## config.mk

```make
export PLATFORM = sky130hd
export DESIGN_NAME = demux_stream_1ton_flat
export DESIGN_NICKNAME = d
export VERILOG_FILES = /design/src/rtl/demux_stream_1ton_if.sv /design/src/rtl/demux_stream_1ton.sv /design/src/flat_wrapper.sv
export SDC_FILE = /design/constraint.sdc
export NUM_CORES = 1
export LEC_CHECK = 0
export CELL_PAD_IN_SITES_DETAIL_PLACEMENT = 0
export CELL_PAD_IN_SITES_GLOBAL_PLACEMENT = 1
export CORE_UTILIZATION = 45
export DETAILED_ROUTE_END_ITERATION = 7
export PLACE_DENSITY_LB_ADDON = 0.1
export SLEW_MARGIN = 20
export SYNTH_ARGS = -nofsm -noshare
export SYNTH_HDL_FRONTEND = slang
export SYNTH_SLANG_ARGS = --single-unit
export TNS_END_PERCENT = 50
```

## constraint.sdc

```tcl
create_clock -name clk -period 3.26 [get_ports clk]
set_input_delay 0.326 -clock clk [delete_from_list [all_inputs] [get_ports clk]]
set_output_delay 0.326 -clock clk [all_outputs]
set_load 0.02 [all_outputs]
```

## src/rtl/demux_stream_1ton_if.sv

```systemverilog
// demux_stream_1ton_if: stream bus between a shared producer, the demux and N per-channel consumers.
// Input side: sel / in_data / in_valid / in_last / in_ready. Output side: out_data / out_last are
// shared by all channels, and out_valid / out_ready carry one bit per channel (N = 2**SEL_W).
// Modports: master = producer plus consumers (drives inputs and out_ready); slave = the demux.
interface demux_stream_1ton_if #(
  parameter int WIDTH = 8,
  parameter int SEL_W = 3
);
  localparam int N = 1 << SEL_W;

  logic [SEL_W-1:0] sel;
  logic [WIDTH-1:0] in_data;
  logic             in_valid;
  logic             in_last;
  logic             in_ready;

  logic [WIDTH-1:0] out_data;
  logic             out_last;
  logic [N-1:0]     out_valid;
  logic [N-1:0]     out_ready;

  modport master (
    output sel, in_data, in_valid, in_last, out_ready,
    input  in_ready, out_data, out_last, out_valid
  );

  modport slave (
    input  sel, in_data, in_valid, in_last, out_ready,
    output in_ready, out_data, out_last, out_valid
  );
endinterface

```

## src/rtl/demux_stream_1ton.sv

```systemverilog
// demux_stream_1ton: registered 1-to-N stream demux; the channel is locked from first to last beat of a packet.
// Latency: 1 cycle from accept to out_valid; sustains 1 beat/cycle when the held channel is ready.
// Backpressure: in_ready drops while the held beat's channel is not ready, during rst, or while en_n=1.
// Ports: clk; rst (synchronous, active-high); en_n (active-low enable, blocks new accepts only);
//        bus (stream interface, slave side); cnt_clr / cnt_ch / cnt_val (saturating per-channel
//        packet counters, cnt_val is a combinational read of counter cnt_ch).
module demux_stream_1ton #(
  parameter int WIDTH = 8,
  parameter int SEL_W = 3,
  parameter int CNT_W = 8
) (
  input  logic               clk,
  input  logic               rst,
  input  logic               en_n,
  demux_stream_1ton_if.slave bus,
  input  logic               cnt_clr,
  input  logic [SEL_W-1:0]   cnt_ch,
  output logic [CNT_W-1:0]   cnt_val
);
  localparam int N = 1 << SEL_W;
  localparam logic [CNT_W-1:0] CNT_MAX = {CNT_W{1'b1}};

  typedef enum logic {IDLE, PKT} state_t;

  typedef struct packed {
    logic [WIDTH-1:0] data;
    logic             last;
  } beat_t;

  state_t           state;
  state_t           state_nxt;
  logic [SEL_W-1:0] lock_ch;
  logic [SEL_W-1:0] lock_nxt;
  logic [SEL_W-1:0] tgt;

  // Single holding register feeding every output channel.
  logic             hold_v;
  logic [SEL_W-1:0] hold_ch;
  beat_t            hold;

  logic             accept;
  logic             out_hs;
  logic [CNT_W-1:0] cnt [N];

  // Only the ready bit of the channel that owns the held beat matters.
  assign out_hs       = hold_v && bus.out_ready[hold_ch];
  assign bus.in_ready = !rst && !en_n && (!hold_v || bus.out_ready[hold_ch]);
  assign accept       = bus.in_valid && bus.in_ready;

  // sel is only honoured on the first beat of a packet.
  assign tgt = (state == IDLE) ? bus.sel : lock_ch;

  always_comb begin
    state_nxt = state;
    lock_nxt  = lock_ch;
    case (state)
      IDLE: begin
        // A single-beat packet never leaves IDLE.
        if (accept && !bus.in_last) begin
          state_nxt = PKT;
          lock_nxt  = bus.sel;
        end
      end
      PKT: begin
        if (accept && bus.in_last) begin
          state_nxt = IDLE;
        end
      end
      default: state_nxt = IDLE;
    endcase
  end

  // State and lock_ch only move on accept, so they survive en_n=1 and a packet resumes in place.
  always_ff @(posedge clk) begin
    if (rst) begin
      state   <= IDLE;
      lock_ch <= '0;
    end else begin
      state   <= state_nxt;
      lock_ch <= lock_nxt;
    end
  end

  // A new accept reloads the register even when the old beat leaves in the same cycle.
  always_ff @(posedge clk) begin
    if (rst) begin
      hold_v  <= 1'b0;
      hold_ch <= '0;
      hold    <= '0;
    end else if (accept) begin
      hold_v    <= 1'b1;
      hold_ch   <= tgt;
      hold.data <= bus.in_data;
      hold.last <= bus.in_last;
    end else if (out_hs) begin
      hold_v <= 1'b0;
    end
  end

  assign bus.out_data  = hold.data;
  assign bus.out_last  = hold.last;
  assign bus.out_valid = hold_v ? (N'(1) << hold_ch) : '0;

  // A packet is counted when its last beat is handed off; clear beats a same-cycle increment.
  always_ff @(posedge clk) begin
    for (int k = 0; k < N; k++) begin
      if (rst || cnt_clr) begin
        cnt[k] <= '0;
      end else if (out_hs && hold.last && (hold_ch == SEL_W'(k)) && (cnt[k] != CNT_MAX)) begin
        cnt[k] <= cnt[k] + 1'b1;
      end
    end
  end

  assign cnt_val = cnt[cnt_ch];
endmodule
```

## src/flat_wrapper.sv

```systemverilog
// flat-port wrapper written by rule: the top's interface ports become plain ports
module demux_stream_1ton_flat 
#(
  parameter int WIDTH = 8,
  parameter int SEL_W = 3,
  parameter int CNT_W = 8
)
  (clk, rst, en_n, cnt_clr, cnt_ch, cnt_val, bus_sel, bus_in_data, bus_in_valid, bus_in_last, bus_out_ready, bus_in_ready, bus_out_data, bus_out_last, bus_out_valid);
  demux_stream_1ton_if #(.WIDTH(WIDTH), .SEL_W(SEL_W)) bus_i ();
  input  logic clk;
  input  logic rst;
  input  logic en_n;
  input  logic cnt_clr;
  input  logic [SEL_W-1:0] cnt_ch;
  output logic [CNT_W-1:0] cnt_val;
  input wire logic [$bits(bus_i.sel)-1:0] bus_sel;
  input wire logic [$bits(bus_i.in_data)-1:0] bus_in_data;
  input wire logic [$bits(bus_i.in_valid)-1:0] bus_in_valid;
  input wire logic [$bits(bus_i.in_last)-1:0] bus_in_last;
  input wire logic [$bits(bus_i.out_ready)-1:0] bus_out_ready;
  output wire logic [$bits(bus_i.in_ready)-1:0] bus_in_ready;
  output wire logic [$bits(bus_i.out_data)-1:0] bus_out_data;
  output wire logic [$bits(bus_i.out_last)-1:0] bus_out_last;
  output wire logic [$bits(bus_i.out_valid)-1:0] bus_out_valid;
  assign bus_i.sel = bus_sel;
  assign bus_i.in_data = bus_in_data;
  assign bus_i.in_valid = bus_in_valid;
  assign bus_i.in_last = bus_in_last;
  assign bus_i.out_ready = bus_out_ready;
  assign bus_in_ready = bus_i.in_ready;
  assign bus_out_data = bus_i.out_data;
  assign bus_out_last = bus_i.out_last;
  assign bus_out_valid = bus_i.out_valid;
  demux_stream_1ton #(.WIDTH(WIDTH), .SEL_W(SEL_W), .CNT_W(CNT_W)) u_core (.clk(clk), .rst(rst), .en_n(en_n), .bus(bus_i), .cnt_clr(cnt_clr), .cnt_ch(cnt_ch), .cnt_val(cnt_val));
endmodule
```

==> reports/metrics.csv, run 1 <==
metric,value,unit
tns,0,ns
vias_per_cell,5.50,
cts-root-buf,clkbuf_8,
critPathKind,flip-flop to output pin,
dpl.hpwl,8120,µm
cp-start-kind,flip-flop,
drv_slew,0,
wl_per_cell,17.6,µm
powerDensity,397,mW/mm²
gr-total-overflow,0,
firstDrtPassIters,6,
synthArstFlopShare,0,%
drt-initial-drc-count,172,
grt_max_degree,17,
postCtsResizedCells,0,
hold_slack,0.483,ns
intPower,1.65,mW
swShare,25.8,%
syn_inst,430,
drcViolationCount,0,
routabilityCongestion,0.787,
crit_fanout,12,
period_share,90.5,%
cts_buffer_depth,2,
portBuffers,53,
worstMarginPinSlew,0.907,ns
power.switching,0.573,mW
pwr-share-comb,12.3,%
p_clk_share,32.8,%
synth_flop_cell,edfxtp_1,
setup_viol,0,
cts.sinks,81,
end_kind,output pin,
dieHeight,105,µm
hp-class,flip-flop to flip-flop,
drt-total-wl,11000,µm
rows,37,
ant_nets,0,
via_count,3433,
timing.clock.skew,0.0107,ns
synth_top_area_cell,edfxtp_1,
post_cts_buffers,0,
syn_area,0.00478,mm²
drive_above_1_share,23.6,%
antenna_cells,0,
relSlewSlack,39.4,%
synth_seq_area_share,47.3,%
ios,54,
synth.distinct_cells,38,
fin_nets,519,
ir_worst_vdd,165,µV
initial_core_util,46.3,%
synth_edf_count,64,
grt_pass1_wl,17800,µm
grt_usage,21.1,%
grt_setup_unrepaired,no,
tritoncts.num_buffers,9,
worstPathRequired,2.93,ns
synth_seq_cells,81,
die-area,0.0110,mm²
syn_to_final_growth,17.3,%
seqPwrFrac,54.9,%
core_area,0.0103,mm²
synth_common_cells,"64 x edfxtp_1, 55 x nor2_2, 30 x nand3_1",
synth.area.top_cells,"edfxtp_1 40%, mux4_2 7.5%, nor2_2 7.2%",
clk_latency,0.36,ns
clk_pin_slew,0.08,ns
synth_most_common_cell,edfxtp_1,
syn_avg_cell_area,11.1,µm²
synthesis.nets,466,
htree_levels,3,
cts_tree,done,
yosys_warnings,0,
finalCriticalPeriod,2.95,ns
fmax,339,MHz
finalHoldViolations,0,
antenna_found_initial,0,
leakagePower,1.84,nW
hold_buffers,0,
die_w,105,µm
grt_pass1_vias,3520,
cap_violations,0,
worstPathArrival,2.62,ns
synth_top_area_share,40.2,%
outcome,completed,
==> power by group through the flow <==
stage	Combinational (mW)	Sequential, mW	Clock, mW
finish	0.273	1.22	0.729
global route	0.298	1.23	0.779
CTS	0.276	1.22	0.739
detailed placement	0.274	1.24	0
global placement	0.272	1.24	0
floorplan	0.171	1.22	0
==> through the flow <==
step | setup slack [ns] | area, µm² | util, % | cells | total power [mW]
after global placement | 0.420 | 5420 | 52.5 | 608 | 1.51
after global routing | 0.0987 | 5600 | 54.3 | 624 | 2.30
final | 0.310 | 5600 | 54.3 | 624 | 2.22
after floorplan | 0.923 | 4780 | - | 430 | 1.39
after detailed placement | 0.399 | 5420 | 52.5 | 608 | 1.52
after CTS | 0.271 | 5600 | 54.3 | 624 | 2.23
==> worst max-delay path, stage by stage, from the launching register on <==
cell	delay, ns
dfxtp_1	0.60
mux2_2	0.41
o22ai_2	0.21
o21a_1	0.42
nor3_1	0.08
clkdlybuf4s50_1	0.55
==> routing by layer <==
layer	global-route usage [%]	part of all wire, %
met4	8.65	2.1
met2	33.1	45
met1	27.7	45
met3	5.49	7.0
met5	0	0
==> cells in the final DEF (no fill, tap or decap), types with 9 or more instances in the layout <==
master           instances
nand3_1                 30
dfxtp_1                 17
nand4_1                  9
nor2_1                  26
xnor2_1                 18
nor2_2                  55
or3_1                   10
inv_1                    9
mux2_2                   9
clkdlybuf4s50_1         53
mux4_2                  16
nand2_1                 18
xor2_1                  29
edfxtp_1                64
a21oi_1                 14
clkbuf_8                 9
buf_4                   13
nand2b_1                11
o21ai_0                 21
==> logic make-up after synthesis <==
kind of cell | Yosys count | share of synthesized area [%]
buf+inv | 33 | 3.93
compound gates | 49 | 6.18
flops | 81 | 47.3
xor+xnor | 47 | 8.61
simple gates | 178 | 20.2
mux | 34 | 11.7
fa+ha+maj | 8 | 2.09
==> layout make-up <==
type	count	area [µm²]
clock buffers	11	131
clock inverters	5	48.8
fillers	928	4720
inverters	9	33.8
multi-input cells	316	2330
flip-flops and latches	81	2260
well taps	136	170
repair buffers	66	628
==> worst paths after layout <==
path | slack [ns] | to | cells past startpoint | startpoint
min reg2reg | 0.48 | u_core.bus.out_data[4] | 2 | u_core.bus.out_data[4]
max reg2reg | 0.69 | u_core.cnt[3][4] | 5 | u_core.hold_ch[1]
max | 0.31 | bus_in_ready | 5 | u_core.hold_ch[1]
min | 0.48 | u_core.bus.out_data[4] | 2 | u_core.bus.out_data[4]
==> flip-flops by register name (all words and copies together) (netlist names), named ones only <==
name	count
u_core.cnt	64
u_core.hold_ch	3
u_core.hold_v	1
u_core.lock_ch	3
u_core.bus.out_data	8
u_core.bus.out_last	1
No activity file was read; power rests on OpenSTA's default activity.
==> inputs of run 2 (changes only) <==
--- a/config.mk
+++ b/config.mk
@@ -7,7 +7,8 @@
 export LEC_CHECK = 0
 export CELL_PAD_IN_SITES_DETAIL_PLACEMENT = 0
 export CELL_PAD_IN_SITES_GLOBAL_PLACEMENT = 1
-export CORE_UTILIZATION = 45
+export CORE_UTILIZATION = 47
+export CTS_BUF_LIST = sky130_fd_sc_hd__clkbuf_8
 export DETAILED_ROUTE_END_ITERATION = 7
 export PLACE_DENSITY_LB_ADDON = 0.1
 export SLEW_MARGIN = 20
==> run 2 against run 1 <==
Compared with the run above:
- sequential cell count did not move
- critical path depth unchanged
- register-to-register slack better by 0.04 ns
- critical endpoint unchanged
- critical path type unchanged
- worst setup slack improved by 0.0053 ns
- final area is 0.78% higher
- non-clock buffer count stayed put
==> reports/metrics.csv, run 2 (synthesized netlist as in run 1, its figures left out) <==
metric,value,unit
outcome,completed,
end_kind,output pin,
syn_to_final_growth,18.2,%
die_w,103,µm
leakagePower,1.86,nW
dpl.hpwl,7990,µm
grt_usage,22.1,%
antenna_cells,0,
cts.sinks,81,
timing.clock.skew,0.0115,ns
dieHeight,103,µm
cap_violations,0,
tns,0,ns
cp-start-kind,flip-flop,
grt_setup_unrepaired,no,
ios,54,
via_count,3454,
worstPathRequired,2.93,ns
postCtsResizedCells,0,
tritoncts.num_buffers,9,
portBuffers,53,
rows,36,
initial_core_util,48.7,%
ant_nets,0,
cts-root-buf,clkbuf_8,
htree_levels,3,
worstPathArrival,2.62,ns
grt_pass1_wl,17500,µm
routabilityCongestion,0.821,
final_area,0.00565,mm²
crit_fanout,12,
grt_max_degree,17,
grt_pass1_vias,3503,
worstMarginPinSlew,0.969,ns
clk_pin_slew,0.08,ns
multi_input_comb_area,0.00233,mm²
relSlewSlack,35.3,%
ir_worst_vdd,203,µV
setup_viol,0,
core_area,0.00982,mm²
antenna_found_initial,0,
drv_slew,0,
hold_buffers,0,
post_cts_buffers,0,
hp-class,flip-flop to flip-flop,
fin_nets,519,
critPathKind,flip-flop to output pin,
finalCriticalPeriod,2.94,ns
drt-total-wl,10700,µm
clk_latency,0.35,ns
powerDensity,414,mW/mm²
cts_buffer_depth,2,
regArea,0.00226,mm²
die-area,0.0106,mm²
final_common_cell,edfxtp_1,
largest_reg_flops,64,
gr-total-overflow,0,
drcViolationCount,0,
vias_per_cell,5.56,
fmax,340,MHz
drive_above_1_share,24.0,%
regMostFlops,u_core.cnt,
cts_tree,done,
final_cell_mix,"64 x edfxtp_1, 55 x nor2_2, 53 x clkdlybuf4s50_1",
period_share,90.3,%
wl_per_cell,17.3,µm
place_area,0.00542,mm²
firstDrtPassIters,6,
finalHoldViolations,0,
fill_cells,870,
drt-initial-drc-count,168,
## run 2: cell count changes in the layout (fill, tap and decap cells not counted), sizes merged
| cell | change |
|---|---|
| bufinv | +1 |
| clkbuf | -1 |
| clkinv | -1 |
| inv | +1 |
## run 2: critical path, cell delays in order (launching register included)
cell and delay, ns:
dfxtp_1 0.58, mux2_2 0.40, o22ai_2 0.21, o21a_1 0.44
nor3_1 0.08, clkdlybuf4s50_1 0.55
## run 2: worst paths after layout
kind / cells after the start / from / to / slack [ns]
max: 5 / u_core.hold_ch[1] / bus_in_ready / 0.32
min: 2 / u_core.bus.out_data[6] / u_core.bus.out_data[6] / 0.48
max reg2reg: 5 / u_core.hold_ch[1] / u_core.cnt[3][3] / 0.73
min reg2reg: 2 / u_core.bus.out_data[6] / u_core.bus.out_data[6] / 0.48
## run 2: report_power, final
part           leakage, nW  internal (mW)  total, mW  switching (mW)
sequential           0.852           1.16       1.22          0.0638
clock                0.115          0.455      0.843           0.387
combinational        0.896          0.145      0.276           0.131
total                 1.86           1.76       2.34           0.582
## run 2: metal layers
layer | vias up | global-route usage, % | wire length, µm
li1 | 1650 | - | -
met1 | 1657 | 30.7 | 4860
met2 | 134 | 33.8 | 4850
met3 | 13 | 4.54 | 840
met4 | 0 | 9.32 | 160
met5 | - | 0 | 0
## run 2: through the flow
| stage | power (mW) | hold slack (ns) | instances | worst slack, ns | util, % |
|---|---|---|---|---|---|
| after detailed placement | 1.52 | 0.469 | 605 | 0.363 | 55.2 |
| after CTS | 2.35 | 0.480 | 621 | 0.283 | 57.5 |
| after global routing | 2.42 | 0.506 | 621 | 0.145 | 57.5 |
| after floorplan | 1.39 | 0.423 | 430 | 0.923 | - |
| final | 2.34 | 0.478 | 621 | 0.316 | 57.5 |
| after global placement | 1.51 | 0.460 | 605 | 0.407 | 55.2 |
## run 2: area by class of cell
| type | instances | share of cell area (%) |
|---|---|---|
| Clock buffer | 10 | 2.44 |
| Tap cell | 133 | 2.95 |
| Inverter | 9 | 0.598 |
| Multi-Input combinational cell | 316 | 41.2 |
| Timing Repair Buffer | 66 | 11.1 |
| Clock inverter | 6 | 1.60 |
| Sequential cell | 81 | 40.1 |
==> inputs of run 3 (changes only) <==
--- a/config.mk
+++ b/config.mk
@@ -11,6 +11,7 @@
 export CTS_BUF_LIST = sky130_fd_sc_hd__clkbuf_8
 export DETAILED_ROUTE_END_ITERATION = 7
 export PLACE_DENSITY_LB_ADDON = 0.1
+export RECOVER_POWER = 25
 export SLEW_MARGIN = 20
 export SYNTH_ARGS = -nofsm -noshare
 export SYNTH_HDL_FRONTEND = slang
==> run 3 against run 2 <==
Compared with the run above:
- register-to-register slack about the same
- final area decreased by 0.31%
- sequential share of layout area increased by 0.12 points
- critical path type unchanged
- final cell count unchanged
- highest routed layer unchanged
- critical path depth unchanged
- worst hold slack got worse by 0.0031 ns
- via count increased by 0.41%
- first-iteration DRC count decreased by 8.3%
==> reports/metrics.csv, run 3 (synthesized netlist as in run 1, its figures left out) <==
metric,value,unit
drt-initial-drc-count,154,
postCtsResizedCells,0,
cap_violations,0,
grt_usage,22.1,%
outcome,completed,
dp_cells,605,
cts-root-buf,clkbuf_8,
dp_worst_setup_slack,0.363,ns
setup_viol,0,
die-area,0.0106,mm²
cts_buffer_depth,2,
ios,54,
relSlewSlack,35.3,%
final_area,0.00563,mm²
hp-class,flip-flop to flip-flop,
fin_ws,0.250,ns
seqPwrFrac,52.3,%
fin_nets,519,
clk_latency,0.35,ns
p_clk_share,36.1,%
end_kind,output pin,
htree_levels,3,
final_cell_mix,"64 x edfxtp_1, 55 x nor2_2, 40 x clkdlybuf4s50_1",
pwr-share-comb,11.6,%
place_area,0.00542,mm²
clk_pin_slew,0.08,ns
largest_reg_flops,64,
tns,0,ns
grt_pass1_vias,3503,
timing.clock.skew,0.0112,ns
worstMarginPinSlew,0.968,ns
finalCriticalPeriod,3.01,ns
firstDrtPassIters,5,
core_area,0.00982,mm²
leakagePower,1.89,nW
drcViolationCount,0,
layout.cells.non_filler,621,
grt_pass1_wl,17500,µm
worstPathRequired,2.93,ns
grt_setup_unrepaired,no,
power.switching,0.581,mW
regArea,0.00226,mm²
hold_buffers,0,
swShare,24.9,%
regMostFlops,u_core.cnt,
via_count,3468,
powerDensity,414,mW/mm²
fmax,332,MHz
drt-total-wl,10700,µm
period_share,92.3,%
gr-total-overflow,0,
final_common_cell,edfxtp_1,
rows,36,
critPathKind,flip-flop to output pin,
post_cts_buffers,0,
ant_nets,0,
vias_per_cell,5.58,
drv_slew,0,
antenna_cells,0,
crit_fanout,12,
cts_tree,done,
cts.sinks,81,
portBuffers,53,
worstPathArrival,2.68,ns
dpl.hpwl,7990,µm
antenna_found_initial,0,
finalHoldViolations,0,
routabilityCongestion,0.821,
intPower,1.75,mW
dieHeight,103,µm
ir_worst_vdd,203,µV
tritoncts.num_buffers,9,
die_w,103,µm
fill_cells,878,
cp-start-kind,flip-flop,
fin_util,57.3,%
drive_above_1_share,23.0,%
grt_max_degree,17,
multi_input_comb_area,0.00232,mm²
syn_to_final_growth,17.8,%
initial_core_util,48.7,%
wl_per_cell,17.3,µm
==> run 3: cell types whose count changed in the layout (fill, tap and decap cells not counted) <==
cell / change
o22ai_1: +1
buf_4: -3
mux2_2: -1
o22ai_2: -1
mux2_1: +1
clkdlybuf4s50_1: -13
clkbuf_1: +3
dlygate4sd3_1: +13
==> run 3: through the flow <==
stage	power (mW)	hold WS [ns]
floorplan	1.39	0.423
detailed placement	1.52	0.469
finish	2.33	0.475
global route	2.42	0.504
CTS	2.35	0.480
global placement	1.51	0.460
==> run 3: final cells by class <==
type	instances	area share [%]
clock inverter	6	1.60
multi-input combinational	316	41.3
inverter	9	0.600
sequential	81	40.2
clock buffer	10	2.44
tap	133	2.96
timing repair buffer	66	11.0
==> run 3: critical path, stage by stage, from the launching register on <==
cell	delay (ns)
dfxtp_1	0.59
mux2_1	0.38
o22ai_1	0.26
o21a_1	0.46
nor3_1	0.08
clkdlybuf4s50_1	0.55
==> run 3: final timing paths <==
check	startpoint	end	slack, ns	cells after the start
worst max register to register	u_core.hold_ch[1]	u_core.cnt[0][7]	0.72	5
worst min-delay path	u_core.bus.out_data[6]	u_core.bus.out_data[6]	0.48	2
worst min register to register	u_core.bus.out_data[6]	u_core.bus.out_data[6]	0.48	2
worst max-delay path	u_core.hold_ch[1]	bus_in_ready	0.25	5
==> run 3: power groups by stage <==
stage	Clock, mW	Sequential [mW]	Combinational, mW
final	0.843	1.22	0.271
after global routing	0.899	1.22	0.294
after CTS	0.859	1.22	0.277
after detailed placement	0	1.24	0.276
after global placement	0	1.24	0.271
after floorplan	0	1.22	0.171
==> run 3: routing by layer <==
layer	global-route usage, %	vias up	wire length, µm
met3	4.54	11	830
li1	-	1650	-
met1	30.7	1671	4900
met2	33.8	136	4840
met4	9.32	0	142
met5	0	-	0
